### src/rtl/sample_sched.sv
// sample_sched: three-requester scheduler. It grants one requester at a time
// for up to HOLD_MAX beats. Define SCHED_FIXED_PRIO_EN for fixed a > b > c priority.
module sample_sched #(
  parameter int DW       = 8,
  parameter int HOLD_MAX = 4
) (
  input  logic          clk,
  input  logic          rst_n,
  input  logic [2:0]    req,
  input  logic [DW-1:0] a,
  input  logic [DW-1:0] b,
  input  logic [DW-1:0] c,
  output logic [2:0]    grant,
  output logic [2:0]    ack,
  output logic [DW-1:0] d,
  output logic          d_valid,
  input  logic          d_ready,
  output logic          busy
);

  // state   | meaning
  // S_IDLE  | no owner; arbitrate on any req, grant lands next edge
  // S_GRANT | one requester owns d until HOLD_MAX beats or it drops req
  typedef enum logic {
    S_IDLE  = 1'b0,
    S_GRANT = 1'b1
  } state_t;

  localparam logic [3:0] LAST_BEAT = 4'(HOLD_MAX - 1);

  state_t     r_state;
  logic [2:0] r_grant;
  logic [3:0] r_beat_cnt;
  logic       r_busy;

  logic [2:0] w_winner;
  logic       w_gnt_req;
  logic       w_xfer;
  logic       w_release;

`ifdef SCHED_FIXED_PRIO_EN
  always_comb begin
    w_winner = 3'b000;
    if (req[0])      w_winner = 3'b001;
    else if (req[1]) w_winner = 3'b010;
    else if (req[2]) w_winner = 3'b100;
  end
`else
  logic [2:0] r_ptr;

  // Search begins at the pointer bit and wraps a -> b -> c.
  always_comb begin
    w_winner = 3'b000;
    case (r_ptr)
      3'b010: begin
        if (req[1])      w_winner = 3'b010;
        else if (req[2]) w_winner = 3'b100;
        else if (req[0]) w_winner = 3'b001;
      end
      3'b100: begin
        if (req[2])      w_winner = 3'b100;
        else if (req[0]) w_winner = 3'b001;
        else if (req[1]) w_winner = 3'b010;
      end
      default: begin
        if (req[0])      w_winner = 3'b001;
        else if (req[1]) w_winner = 3'b010;
        else if (req[2]) w_winner = 3'b100;
      end
    endcase
  end
`endif

  assign w_gnt_req = (r_state == S_GRANT) && ((req & r_grant) != 3'b000);
  assign w_xfer    = w_gnt_req && d_ready;
  assign w_release = (r_state == S_GRANT) &&
                     (!w_gnt_req || (w_xfer && (r_beat_cnt == LAST_BEAT)));

  always_comb begin
    d = '0;
    if (r_state == S_GRANT) begin
      if (r_grant[0])      d = a;
      else if (r_grant[1]) d = b;
      else if (r_grant[2]) d = c;
    end
    d_valid = w_gnt_req;
    ack     = w_xfer ? r_grant : 3'b000;
  end

  always_ff @(posedge clk or negedge rst_n) begin
    if (!rst_n) begin
      r_state    <= S_IDLE;
      r_grant    <= 3'b000;
      r_beat_cnt <= 4'd0;
      r_busy     <= 1'b0;
`ifndef SCHED_FIXED_PRIO_EN
      r_ptr      <= 3'b001;
`endif
    end else begin
      case (r_state)
        S_IDLE: begin
          if (req != 3'b000) begin
            r_state    <= S_GRANT;
            r_grant    <= w_winner;
            r_beat_cnt <= 4'd0;
            r_busy     <= 1'b1;
          end
        end
        S_GRANT: begin
          if (w_release) begin
            r_state    <= S_IDLE;
            r_grant    <= 3'b000;
            r_beat_cnt <= 4'd0;
            r_busy     <= 1'b0;
`ifndef SCHED_FIXED_PRIO_EN
            r_ptr      <= {r_grant[1:0], r_grant[2]};
`endif
          end else if (w_xfer) begin
            r_beat_cnt <= r_beat_cnt + 4'd1;
          end
        end
      endcase
    end
  end

  assign grant = r_grant;
  assign busy  = r_busy;

endmodule

### config.mk
export PLATFORM = sky130hd
export DESIGN_NAME = sample_sched
export DESIGN_NICKNAME = d
export VERILOG_FILES = /design/src/rtl/sample_sched.sv
export SDC_FILE = /design/constraint.sdc
export NUM_CORES = 1
export LEC_CHECK = 0
export CORE_UTILIZATION = 38
export CTS_BUF_LIST = sky130_fd_sc_hd__clkbuf_4 sky130_fd_sc_hd__clkbuf_8
export CTS_CLUSTER_DIAMETER = 200
export DETAILED_ROUTE_END_ITERATION = 8
export GPL_TIMING_DRIVEN = 0
export PLACE_DENSITY = 0.86
export SLEW_MARGIN = 20
export SYNTH_ARGS = -nofsm -noshare
export SYNTH_HDL_FRONTEND = slang
export SYNTH_SLANG_ARGS = --single-unit
### constraint.sdc
create_clock -name clk -period 2.2 [get_ports clk]
set_clock_uncertainty 0.2 [all_clocks]
set_input_delay 0.33 -clock clk [delete_from_list [all_inputs] [get_ports clk]]
set_output_delay 0.33 -clock clk [all_outputs]
set_load 0.05 [all_outputs]
Yosys cells after proc, flatten, opt, wreduce, memory -nomap -nowiden
Index checks and enable logic that the tools add are counted. Widths: inputs -> output; s select.

Add/sub/neg operators: 1. Equality and inequality tests: 6. Mux-type cells: 28. Bitwise gates (word level): 2. Reductions and logical operators: 11.

Operators by type and width (number): $mux 8 (4); $mux 3 (9); $mux 4 (3); $pmux 3 s2 (2); $pmux 4 s2 (1); $reduce_and 2->1 (3); $reduce_bool 3->1 (2); $mux 1 (5); $add 4x1->4 const B (1); $eq 4x2->1 const B (1); $logic_and 1x1->1 (4); $mux 2 (2); $pmux 1 s2 (2); $and 3x3->3 (1); $eq 3x2->1 const B (1); $eq 3x3->1 const B (1); $ne 3x1->1 const B (1); $ne 2x1->1 const B (1); $ne 2x2->1 const B (1); $logic_not 1->1 (1); $logic_or 1x1->1 (1); $not 1->1 (1).

Bits in registers: 12. Input bits: 30. Output and inout port bits: 16. Logic and storage cells: 53.

Longest topological paths before layout
Gate-level depths: netlist of run 1.

Depth in word-level cells: 9. Mapped depth: 5. Mapped depth without buffers: 5.

Worst setup path after synthesis of run 1
OpenSTA, ideal clock, no wires.

Path kind: reg2out. Start point: register r_grant[0] (netlist: grant[0]). End point: output port ack[0]. Arrival: 2.246 ns. Required time: 1.670 ns. Path slack: -0.576 ns. Cell stages (with the launch flop): 4. Path buffers: 0. Cell sequence: dfrtp_1 > a222oi_1 > nor2_1 > and3_1.

Longest elaborated chain between the ends: 5.

Ends and longest elaborated chain: from (decl) (RTL line 32) `logic [2:0] r_grant;`; from (signal assigned) (RTL line 104) `r_grant <= w_winner;`; $and 3x3->3 (RTL line 74) `assign w_gnt_req = (r_state == S_GRANT) && ((req & r_grant) != 3'b000);`; $reduce_bool 3->1 (RTL line 74); $logic_and 1x1->1 (RTL line 74); via d_valid (RTL line 16) `output logic d_valid,`; $logic_and 1x1->1 (RTL line 75) `assign w_xfer = w_gnt_req && d_ready;`; $mux 3 (RTL line 87) `ack = w_xfer ? r_grant : 3'b000;`; to (decl) (RTL line 14) `output logic [2:0] ack,`.

The timed path passes the listed nets, and every way through them passes these cells.

Worst setup path in the final report of run 1
Start point: register r_grant[0] (netlist: grant[0]). End point: output port ack[0].

Longest elaborated chain between the ends: 5.

Ends and longest elaborated chain (RTL line): $and 3x3->3 (74); $reduce_bool 3->1 (74); $logic_and 1x1->1 (74); $logic_and 1x1->1 (75); $mux 3 * (87).

Every way passes the cells marked *; elsewhere a longest branch is shown, timed or not.

==> flow_summary_export.csv, run 1 <==
group,metric,value,unit
power_and_ir_drop,p_int,0.811,mW
finish,syn_to_final_growth,75.8,%
routing,vias,963,
finish,diodes,0,
routing,routedWlPerCell,15.4,µm
routing,ant_nets,0,
power_and_ir_drop,pwr_density_cell,1270,mW/mm²
timing,max_freq,462,MHz
worst_setup_path,crit_path_start,"grant[0]",
routing,route.detailed.drc,0,
worst_setup_path,regToRegSetupSlack,0.22,ns
clock_tree,cts-root-buf,"clkbuf_4",
worst_setup_path,worst-path-buf-inv,2,
timing,finalHoldViolCount,0,
global_route,grt_antenna_before_repair,0,
global_route,grt.overflow.total,0,
die,io_pins,46,
timing,fin_crit_sh,98.4,%
clock_tree,cts_sinks,12,
finish,final_layout_size_suffix_gt1_share,32.7,%
worst_setup_path,r2r-end,"r_ptr[0]",
global_route,grt_pass1_vias,865,
clock_tree,htreeDepth,1,
timing,rsz0062_at_grt,"true",
synthesis,ys_warn_count,0,
worst_setup_path,end_kind,"output pin",
clock_tree,clock_path_buffers,2,
place,place_area,0.00132,mm²
finish,num-fill-cells,156,
power_and_ir_drop,irDropWorstVdd,0.835,mV
worst_setup_path,worstPathRequired,1.67,ns
timing,post-route-min-period,2.17,ns
worst_setup_path,crit_chain,"a222oi_1, buf_4, nor2_4, and3_2, buf_6",
place,portBuffers,45,
die,coreArea,0.00196,mm²
synthesis,ys_types,31,
clock_tree,clk_pin_slew,0.08,ns
die,die_w,47.6,µm
worst_setup_path,crit_slowest_cell,"dfrtp_2",
die,initial_core_util,40.2,%
die,rows,16,
synthesis,netlist_area,790,µm²
power_and_ir_drop,pwr-share-seq,21.5,%
synthesis,ys_seq_area_share,38.2,%
worst_setup_path,path_max_fanout,4,
timing,worstMarginPinSlew,0.569,ns
power_and_ir_drop,swShare,53.9,%
routing,drt-total-wl,2.68,mm
clock_tree,cts_hold_buf,0,
power_and_ir_drop,leakagePower,0.583,nW
timing,setup_viol,0,
clock_tree,clkLatencyLatePin,0.28,ns
finish,nNetsFinal,179,
routing,drtIter0Drc,8,
finish,stdcell_count,174,
synthesis,avgSynthCellArea,8.40,µm²
global_route,grt_max_degree,13,
routing,drtPass1Iterations,4,
place,dp_hpwl,1.97,mm
timing,relSlewSlack,61.7,%
outcome,outcome,"completed",
clock_tree,tritoncts,"built",
synthesis,synth_seq_cells,12,
flow_run,drv_cap,0,
power_and_ir_drop,pwr-share-clk,9.0,%
worst_setup_path,start_kind,"flop",
global_route,grt_pass1_wl,3.75,mm
place,gp_congestion,0.870,
timing,drv_slew,0,
die,chipHeight,47.6,µm
finish,fin_area,0.00139,mm²
worst_setup_path,cp.arrival,1.64,ns
worst_hold_path,worstHoldPathType,"primary input to async pin",
timing,whs,0.186,ns
worst_setup_path,reg2reg_depth,5,
clock_tree,numCtsBuffers,3,
global_route,grt_usage,23.7,%
worst_setup_path,critical-path-max-stage-delay,0.42,ns
worst_setup_path,r2r_start,"grant[2]",
worst_setup_path,cp_top_family,"flip-flops",
place,dp_cells,166,
worst_setup_path,path_class,"flop to output pin",
power_and_ir_drop,switchingPower,0.947,mW
die,dieArea,0.00226,mm²
routing,viasPerCell,5.53,
synthesis,synth_cells,94,
synthesis,syn_nets,125,
power_and_ir_drop,p_comb_share,69.4,%
==> layout by cell type, fill, tap and decap left out, types with 4 or more instances in the layout <==
cell / instances
clkbuf_4: 7
dfrtp_1: 8
nor3_2: 6
a21oi_1: 6
o21ai_0: 7
inv_1: 6
buf_2: 6
clkdlybuf4s50_1: 30
buf_4: 4
nor2_1: 9
nand2_1: 6
==> power by group through the flow <==
stage	Sequential, mW	Clock (mW)	Combinational [mW]
after floorplan	0.469	0	0.713
after global placement	0.378	0	1.15
after detailed placement	0.383	0	1.18
after CTS	0.381	0.163	1.18
after global routing	0.391	0.171	1.30
final	0.378	0.159	1.22
==> repair_timing <==
item / CTS / global route
resized for setup: 56 / 27
pin swaps: 1 / 1
endpoints found under the setup margin: 20 / 12
setup buffers: 2 / 2
==> worst max-delay path by stage <==
stage	endpoint	slack [ns]	cells after the start
global placement	ack[1]	-0.88	5
global route	ack[1]	-0.02	5
finish	ack[0]	0.03	5
CTS	d[4]	-0.06	4
floorplan	ack[0]	-0.08	3
detailed placement	ack[0]	-0.92	5
==> layer usage <==
layer	global-route usage, %	wire [µm]	up-vias	share of wire (%)
met5	0	0	-	0
met4	8.33	31	0	1.2
met3	4.53	336	10	13
met2	44.1	1270	56	47
met1	26.7	1050	434	39
li1	-	-	463	-
==> synthesized netlist by cell type <==
cell type	instances	area, µm²
nor2_1	12	45.0
dfrtp_1	11	275
nor3_1	7	35.0
o21ai_0	7	35.0
a21oi_1	6	30.0
a221oi_1	6	52.6
inv_1	6	22.5
nand2_1	6	22.5
and3_1	3	18.8
clkbuf_1	3	11.3
a31oi_1	2	12.5
mux2_2	2	22.5
nand3_1	2	10.0
nand3b_1	2	15.0
o32ai_1	2	17.5
xor2_1	2	17.5
a222oi_1	1	10.0
a22o_2	1	10.0
a32o_1	1	10.0
and2_1	1	6.26
dfstp_2	1	26.3
ha_1	1	12.5
nor2b_1	1	6.26
nor4bb_1	1	10.0
o2111ai_1	1	8.76
o21a_1	1	7.51
o311ai_0	1	8.76
o31ai_1	1	7.51
or3_1	1	6.26
or3_2	1	7.51
or4_2	1	8.76
==> through the flow <==
| step | power (mW) | setup slack, ns | utilization (%) | TNS (ns) |
|---|---|---|---|---|
| 2_1_floorplan | 1.18 | -0.0762 | - | -0.229 |
| 3_3_place_gp | 1.53 | -0.881 | 67.5 | -8.97 |
| 3_5_place_dp | 1.56 | -0.920 | 67.5 | -9.62 |
| 4_1_cts | 1.72 | -0.0649 | 68.9 | -0.152 |
| 5_1_grt | 1.86 | -0.0192 | 70.7 | -0.0627 |
| 6_report | 1.76 | 0.0344 | 70.7 | 0 |
==> state kept, by name, summed over array words and instances (netlist names) <==
signal and count:
r_state 1, r_beat_cnt 4, r_ptr 3, grant 3, busy 1
==> cell type report <==
class / instances / area, µm² / share of cell area, %
Timing Repair Buffer: 49 / 452 / 32.6
Clock buffer: 4 / 30.0 / 2.16
Tap cell: 27 / 33.8 / 2.43
Multi-Input combinational cell: 73 / 527 / 38.0
Sequential cell: 12 / 305 / 22.0
Inverter: 6 / 22.5 / 1.62
Buffer: 3 / 17.5 / 1.26
==> cells by family (layout without fill, tap and decap cells) <==
logic type,count (synthesis),count (layout),share of synthesized area [%]
AND/OR/NAND/NOR,38,38,24.2
AO/OA/AOI/OAI,30,30,26.6
flip-flops,12,12,38.2
buffers and inverters,9,62,4.28
XOR/XNOR,2,2,2.22
multiplexers,2,2,2.85
adder cells (fa/ha/maj),1,1,1.58
No activity file was read; power rests on OpenSTA's default activity.
==> run 2, diff against run 1 <==
--- a/config.mk
+++ b/config.mk
@@ -5,12 +5,12 @@
 export SDC_FILE = /design/constraint.sdc
 export NUM_CORES = 1
 export LEC_CHECK = 0
-export CORE_UTILIZATION = 38
+export CORE_UTILIZATION = 41
 export CTS_BUF_LIST = sky130_fd_sc_hd__clkbuf_4 sky130_fd_sc_hd__clkbuf_8
 export CTS_CLUSTER_DIAMETER = 200
 export DETAILED_ROUTE_END_ITERATION = 8
 export GPL_TIMING_DRIVEN = 0
-export PLACE_DENSITY = 0.86
+export PLACE_DENSITY = 0.91
 export SLEW_MARGIN = 20
 export SYNTH_ARGS = -nofsm -noshare
 export SYNTH_HDL_FRONTEND = slang
==> constraint.sdc (replaced) <==
create_clock -name clk -period 2.8 [get_ports clk]
set_clock_uncertainty 0.2 [all_clocks]
set_input_delay 0.42 -clock clk [delete_from_list [all_inputs] [get_ports clk]]
set_output_delay 0.42 -clock clk [all_outputs]
set_load 0.05 [all_outputs]
==> run 2 against run 1 <==
Utilization grew 4.5 points. Clock-buffer cell count did not move. First-iteration DRC count rose to 4.3 times the previous value. Clock power fell by 21%. Combinational power down 29%. Via count rose by 0.62%. Sequential cell count is the same. Critical path depth stayed put. Worst setup slack improved by 0.077 ns. Critical path type is now primary input to output pin.
==> flow_summary_export.csv, run 2 (synthesized netlist as in run 1, its figures left out) <==
group,metric,value,unit
timing,relSlewSlack,61.7,%
worst_setup_path,cp.arrival,2.07,ns
power_and_ir_drop,swShare,54.7,%
place,gp_congestion,0.923,
finish,largest_reg_flops,4,
timing,rsz0062_at_grt,"true",
outcome,outcome,"completed",
worst_setup_path,cp_top_family,"buffers and inverters",
power_and_ir_drop,switchingPower,0.708,mW
finish,final_layout_size_suffix_gt1_share,13.2,%
clock_tree,clock_path_buffers,2,
routing,drt-total-wl,2.45,mm
worst_setup_path,crit_chain,"clkdlybuf4s50_1, a222oi_1, nor2_2, and3_1, dlygate4sd2_1",
timing,post-route-min-period,2.69,ns
timing,worstMarginPinSlew,0.575,ns
routing,routedWlPerCell,14.5,µm
power_and_ir_drop,pwr-share-seq,23.1,%
place,pre_cts_slack,-0.397,ns
routing,ant_nets,0,
place,portBuffers,45,
finish,syn_to_final_growth,68.0,%
finish,final_common_cell,"clkdlybuf4s50_1",
finish,regMostFlops,"r_beat_cnt",
die,rows,15,
power_and_ir_drop,p_int,0.587,mW
timing,drv_slew,0,
die,chipHeight,45.9,µm
power_and_ir_drop,pwr_density_cell,977,mW/mm²
worst_hold_path,worstHoldPathType,"primary input to async pin",
worst_setup_path,path_max_fanout,6,
clock_tree,clk_pin_slew,0.08,ns
worst_setup_path,worstPathRequired,2.18,ns
routing,route.detailed.drc,0,
worst_setup_path,crit_slowest_cell,"clkdlybuf4s50_1",
finish,num-fill-cells,142,
clock_tree,cts_sinks,12,
place,dp_cells,164,
routing,drtIter0Drc,34,
timing,layout_setup_ws,0.111,ns
finish,nNetsFinal,176,
timing,fin_crit_sh,96.0,%
die,die_w,45.9,µm
finish,post-route-util,75.2,%
worst_setup_path,path_class,"primary input to output pin",
global_route,grt_pass1_wl,3.66,mm
finish,most-common-layout-cells,"clkdlybuf4s50_1 (33), nor2_1 (11), dfrtp_1 (11), dlygate4sd2_1 (10), o21ai_0 (7)",
routing,vias,969,
global_route,grt_pass1_vias,870,
timing,setup_viol,0,
worst_setup_path,start_kind,"primary input",
global_route,grt_antenna_before_repair,0,
die,coreArea,0.00176,mm²
clock_tree,numCtsBuffers,3,
worst_setup_path,critical-path-max-stage-delay,0.49,ns
finish,diodes,0,
flow_run,drv_cap,0,
worst_setup_path,worst-path-buf-inv,2,
clock_tree,tritoncts,"built",
timing,whs,0.278,ns
die,io_pins,46,
timing,max_freq,372,MHz
worst_setup_path,end_kind,"output pin",
finish,stdcell_count,169,
clock_tree,cts-root-buf,"clkbuf_4",
global_route,grt_usage,24.9,%
clock_tree,htreeDepth,1,
global_route,grt.overflow.total,0,
global_route,grt_max_degree,13,
timing,finalHoldViolCount,0,
place,dp_hpwl,1.88,mm
power_and_ir_drop,leakagePower,0.590,nW
power_and_ir_drop,irDropWorstVdd,0.623,mV
clock_tree,clkLatencyLatePin,0.28,ns
die,initial_core_util,44.8,%
die,dieArea,0.00210,mm²
power_and_ir_drop,pwr-share-clk,9.7,%
power_and_ir_drop,p_comb_share,67.2,%
routing,viasPerCell,5.73,
routing,drtPass1Iterations,5,
## run 2: changes by cell type in the layout (fill, tap and decap cells not counted), sizes merged
cell and delta:
buf -12, clkdlybuf4s15 -1, clkdlybuf4s18 -1, clkdlybuf4s50 +3, dlygate4sd2 +7, dlymetal6s2s +1
## run 2: final timing paths
kind / from / endpoint / slack, ns / cells after the start
max: req[0] / ack[2] / 0.11 / 5
min: rst_n / r_state / 0.28 / 1
max reg2reg: grant[0] / r_beat_cnt[3] / 0.76 / 5
min reg2reg: busy / busy / 0.33 / 1
max in group asynchronous: rst_n / r_ptr[0] / 1.76 / 1
min in group clk: busy / busy / 0.33 / 1
## run 2: layout make-up
class / count / area (µm²) / area share, %
buffer: 3 / 11.3 / 0.849
clock buffer: 4 / 30.0 / 2.26
inverter: 6 / 22.5 / 1.70
multi-input combinational: 73 / 487 / 36.7
sequential: 12 / 302 / 22.7
tap: 25 / 31.3 / 2.36
timing repair buffer: 46 / 443 / 33.4
## run 2: repair_timing
item                       4_1_cts  5_1_grt
pin swaps                        1        0
setup endpoints to repair       12        3
setup buffers                    1        0
gates resized for setup         11        3
hold buffers                     0        0
## run 2: routing by layer
layer | track usage (%) | wire length (µm) | part of all wire [%]
met1 | 28.5 | 967 | 39
met2 | 41.1 | 1100 | 45
met3 | 4.37 | 298 | 12
met4 | 18.2 | 85 | 3.5
met5 | 0 | 0 | 0
## run 2: stage by stage
| step | power [mW] | cell area, µm² | TNS [ns] |
|---|---|---|---|
| floorplan | 0.911 | 822 | 0 |
| global placement | 1.18 | 1300 | -1.27 |
| detailed placement | 1.20 | 1300 | -1.39 |
| CTS | 1.30 | 1330 | 0 |
| global route | 1.37 | 1330 | -0.00705 |
| finish | 1.30 | 1330 | 0 |
## run 2: power groups by stage
stage | Combinational [mW] | Sequential (mW) | Clock (mW)
2_1_floorplan | 0.546 | 0.365 | 0
3_3_place_gp | 0.884 | 0.294 | 0
3_5_place_dp | 0.904 | 0.299 | 0
4_1_cts | 0.876 | 0.297 | 0.128
5_1_grt | 0.930 | 0.308 | 0.134
6_report | 0.871 | 0.299 | 0.126
==> run 3, diff against run 2 <==
==> config.mk (replaced) <==
export PLATFORM = sky130hd
export DESIGN_NAME = sample_sched
export DESIGN_NICKNAME = d
export VERILOG_FILES = /design/src/rtl/sample_sched.sv
export SDC_FILE = /design/constraint.sdc
export NUM_CORES = 1
export LEC_CHECK = 0
export CORE_UTILIZATION = 40
export CTS_BUF_LIST = sky130_fd_sc_hd__clkbuf_8 sky130_fd_sc_hd__clkbuf_16
export CTS_CLUSTER_DIAMETER = 200
export DETAILED_ROUTE_END_ITERATION = 8
export PLACE_DENSITY = 0.89
export SLEW_MARGIN = 20
export SYNTH_ARGS = -nofsm -noshare
export SYNTH_HDL_FRONTEND = slang
export SYNTH_SLANG_ARGS = --single-unit
==> run 3 against run 2 <==
Sequential cell count unchanged. Critical endpoint is now ack[1]. Via count down 0.52%. Highest routed layer unchanged. Critical path depth up 1. Combinational power about the same. Utilization down 1.0 points. Global-route usage up 0.12 points. Critical path type unchanged. Cell area down 0.28%.
==> flow_summary_export.csv, run 3 (synthesized netlist as in run 1, its figures left out) <==
group,metric,value,unit
finish,largest_reg_flops,4,
place,pre_cts_slack,0.234,ns
worst_hold_path,min_path_cells,1,
timing,relSlewSlack,64.2,%
clock_tree,post_cts_resized,0,
global_route,grt_usage,25.1,%
power_and_ir_drop,pwr_density_cell,1030,mW/mm²
timing,rsz0062_at_grt,"false",
timing,post-route-min-period,2.61,ns
finish,syn_to_final_growth,67.5,%
power_and_ir_drop,irDropWorstVdd,0.603,mV
timing,finalHoldViolCount,0,
timing,setup_viol,0,
finish,regMostFlops,"r_beat_cnt",
die,io_pins,46,
flow_run,drv_cap,0,
routing,ant_nets,0,
worst_setup_path,crit_chain,"clkdlybuf4s50_1, a222oi_1, buf_4, nor2_2, and3_1, buf_4",
worst_hold_path,worstHoldPathType,"flop to flop",
clock_tree,htreeDepth,1,
die,chipHeight,46.4,µm
timing,drv_slew,0,
routing,routedWlPerCell,15.0,µm
finish,final_common_cell,"clkdlybuf4s50_1",
clock_tree,numCtsBuffers,3,
timing,fin_crit_sh,93.1,%
worst_hold_path,hold_start,"busy",
outcome,outcome,"completed",
worst_setup_path,cp.arrival,1.99,ns
global_route,grt_pass1_wl,3.72,mm
timing,timing.setup.tns,0,ns
clock_tree,cts-root-buf,"clkbuf_8",
worst_setup_path,cpMostUsedCell,"buf_4",
clock_tree,clock_path_buffers,2,
clock_tree,cts_setup_buffers,0,
global_route,grt_pass1_vias,855,
routing,drt-total-wl,2.51,mm
place,portBuffers,45,
routing,drtPass1Iterations,4,
worst_setup_path,crit_slowest_cell,"clkdlybuf4s50_1",
place,dp_hpwl,1.91,mm
global_route,grt_antenna_before_repair,0,
worst_setup_path,path_max_fanout,6,
global_route,grt_max_degree,16,
power_and_ir_drop,leakagePower,0.562,nW
routing,drtIter0Drc,28,
finish,num-fill-cells,128,
worst_setup_path,end_kind,"output pin",
clock_tree,cts_hold_buf,0,
routing,viasPerCell,5.77,
worst_setup_path,crit_path_start,"req[0]",
clock_tree,clkLatencyLatePin,0.24,ns
worst_setup_path,r2r_start,"grant[0]",
clock_tree,clk_pin_slew,0.05,ns
timing,worstMarginPinSlew,0.535,ns
worst_setup_path,start_kind,"primary input",
die,coreArea,0.00178,mm²
worst_setup_path,reg2reg_depth,5,
routing,vias,964,
clock_tree,cts_sinks,12,
routing,route.detailed.drc,0,
finish,diodes,0,
finish,most-common-layout-cells,"clkdlybuf4s50_1 (33), buf_4 (14), nor2_1 (11), dfrtp_1 (11)",
timing,max_freq,384,MHz
place,gp_congestion,0.938,
clock_tree,tritoncts,"built",
die,die_w,46.4,µm
worst_setup_path,path_class,"primary input to output pin",
timing,layout_setup_ws,0.194,ns
finish,nNetsFinal,174,
finish,final_layout_size_suffix_gt1_share,21.1,%
die,rows,15,
worst_setup_path,critical-path-max-stage-delay,0.50,ns
worst_setup_path,worstPathRequired,2.18,ns
die,dieArea,0.00216,mm²
die,initial_core_util,44.3,%
global_route,grt.overflow.total,0,
==> run 3: power by group <==
part           leakage, nW  total [mW]  switching, mW  internal [mW]
sequential           0.156       0.328         0.0983          0.230
combinational        0.380       0.872          0.559          0.313
clock               0.0269       0.160         0.0639         0.0966
total                0.562        1.36          0.721          0.640
==> run 3: stage by stage <==
step	cells	power, mW	utilization (%)	area, µm²	hold slack (ns)
after detailed placement	163	1.20	71.6	1280	0.304
final	167	1.36	74.2	1320	0.320
after floorplan	94	0.911	-	822	-0.0756
after global routing	167	1.44	74.2	1320	0.321
after global placement	163	1.18	71.6	1280	0.281
after CTS	167	1.37	74.2	1320	0.321
==> run 3: routing by layer <==
layer  share of wire, %  GRT usage (%)  wire (µm)  up-vias
li1                   -              -          -      455
met1                 38           29.1        947      445
met2                 48           41.1       1200       56
met3                 13           7.45        319        8
met4                1.9           12.9         47        0
met5                  0              0          0        -
==> run 3: final cells by class <==
type | instances | area (µm²) | area share [%]
Clock inverter | 1 | 3.75 | 0.284
Tap cell | 25 | 31.3 | 2.37
Sequential cell | 12 | 302 | 22.8
Clock buffer | 3 | 41.3 | 3.12
Inverter | 6 | 22.5 | 1.70
Multi-Input combinational cell | 73 | 487 | 36.8
Timing Repair Buffer | 47 | 435 | 32.9
==> run 3: critical path, delay by kind of cell <==
kind / cells / cell delay, ns
AOI/OAI and AO/OA: 1 / 0.42
and+or+nand+nor: 2 / 0.25
buffers and inverters: 3 / 0.88
==> run 3: path summary, 6_finish.rpt <==
kind	to	slack, ns
max reg2reg	grant[0]	0.61
min reg2reg	busy	0.32
min in group asynchronous	grant[2]	0.33
min	busy	0.32
max in group asynchronous	r_ptr[0]	1.70
max	ack[1]	0.19
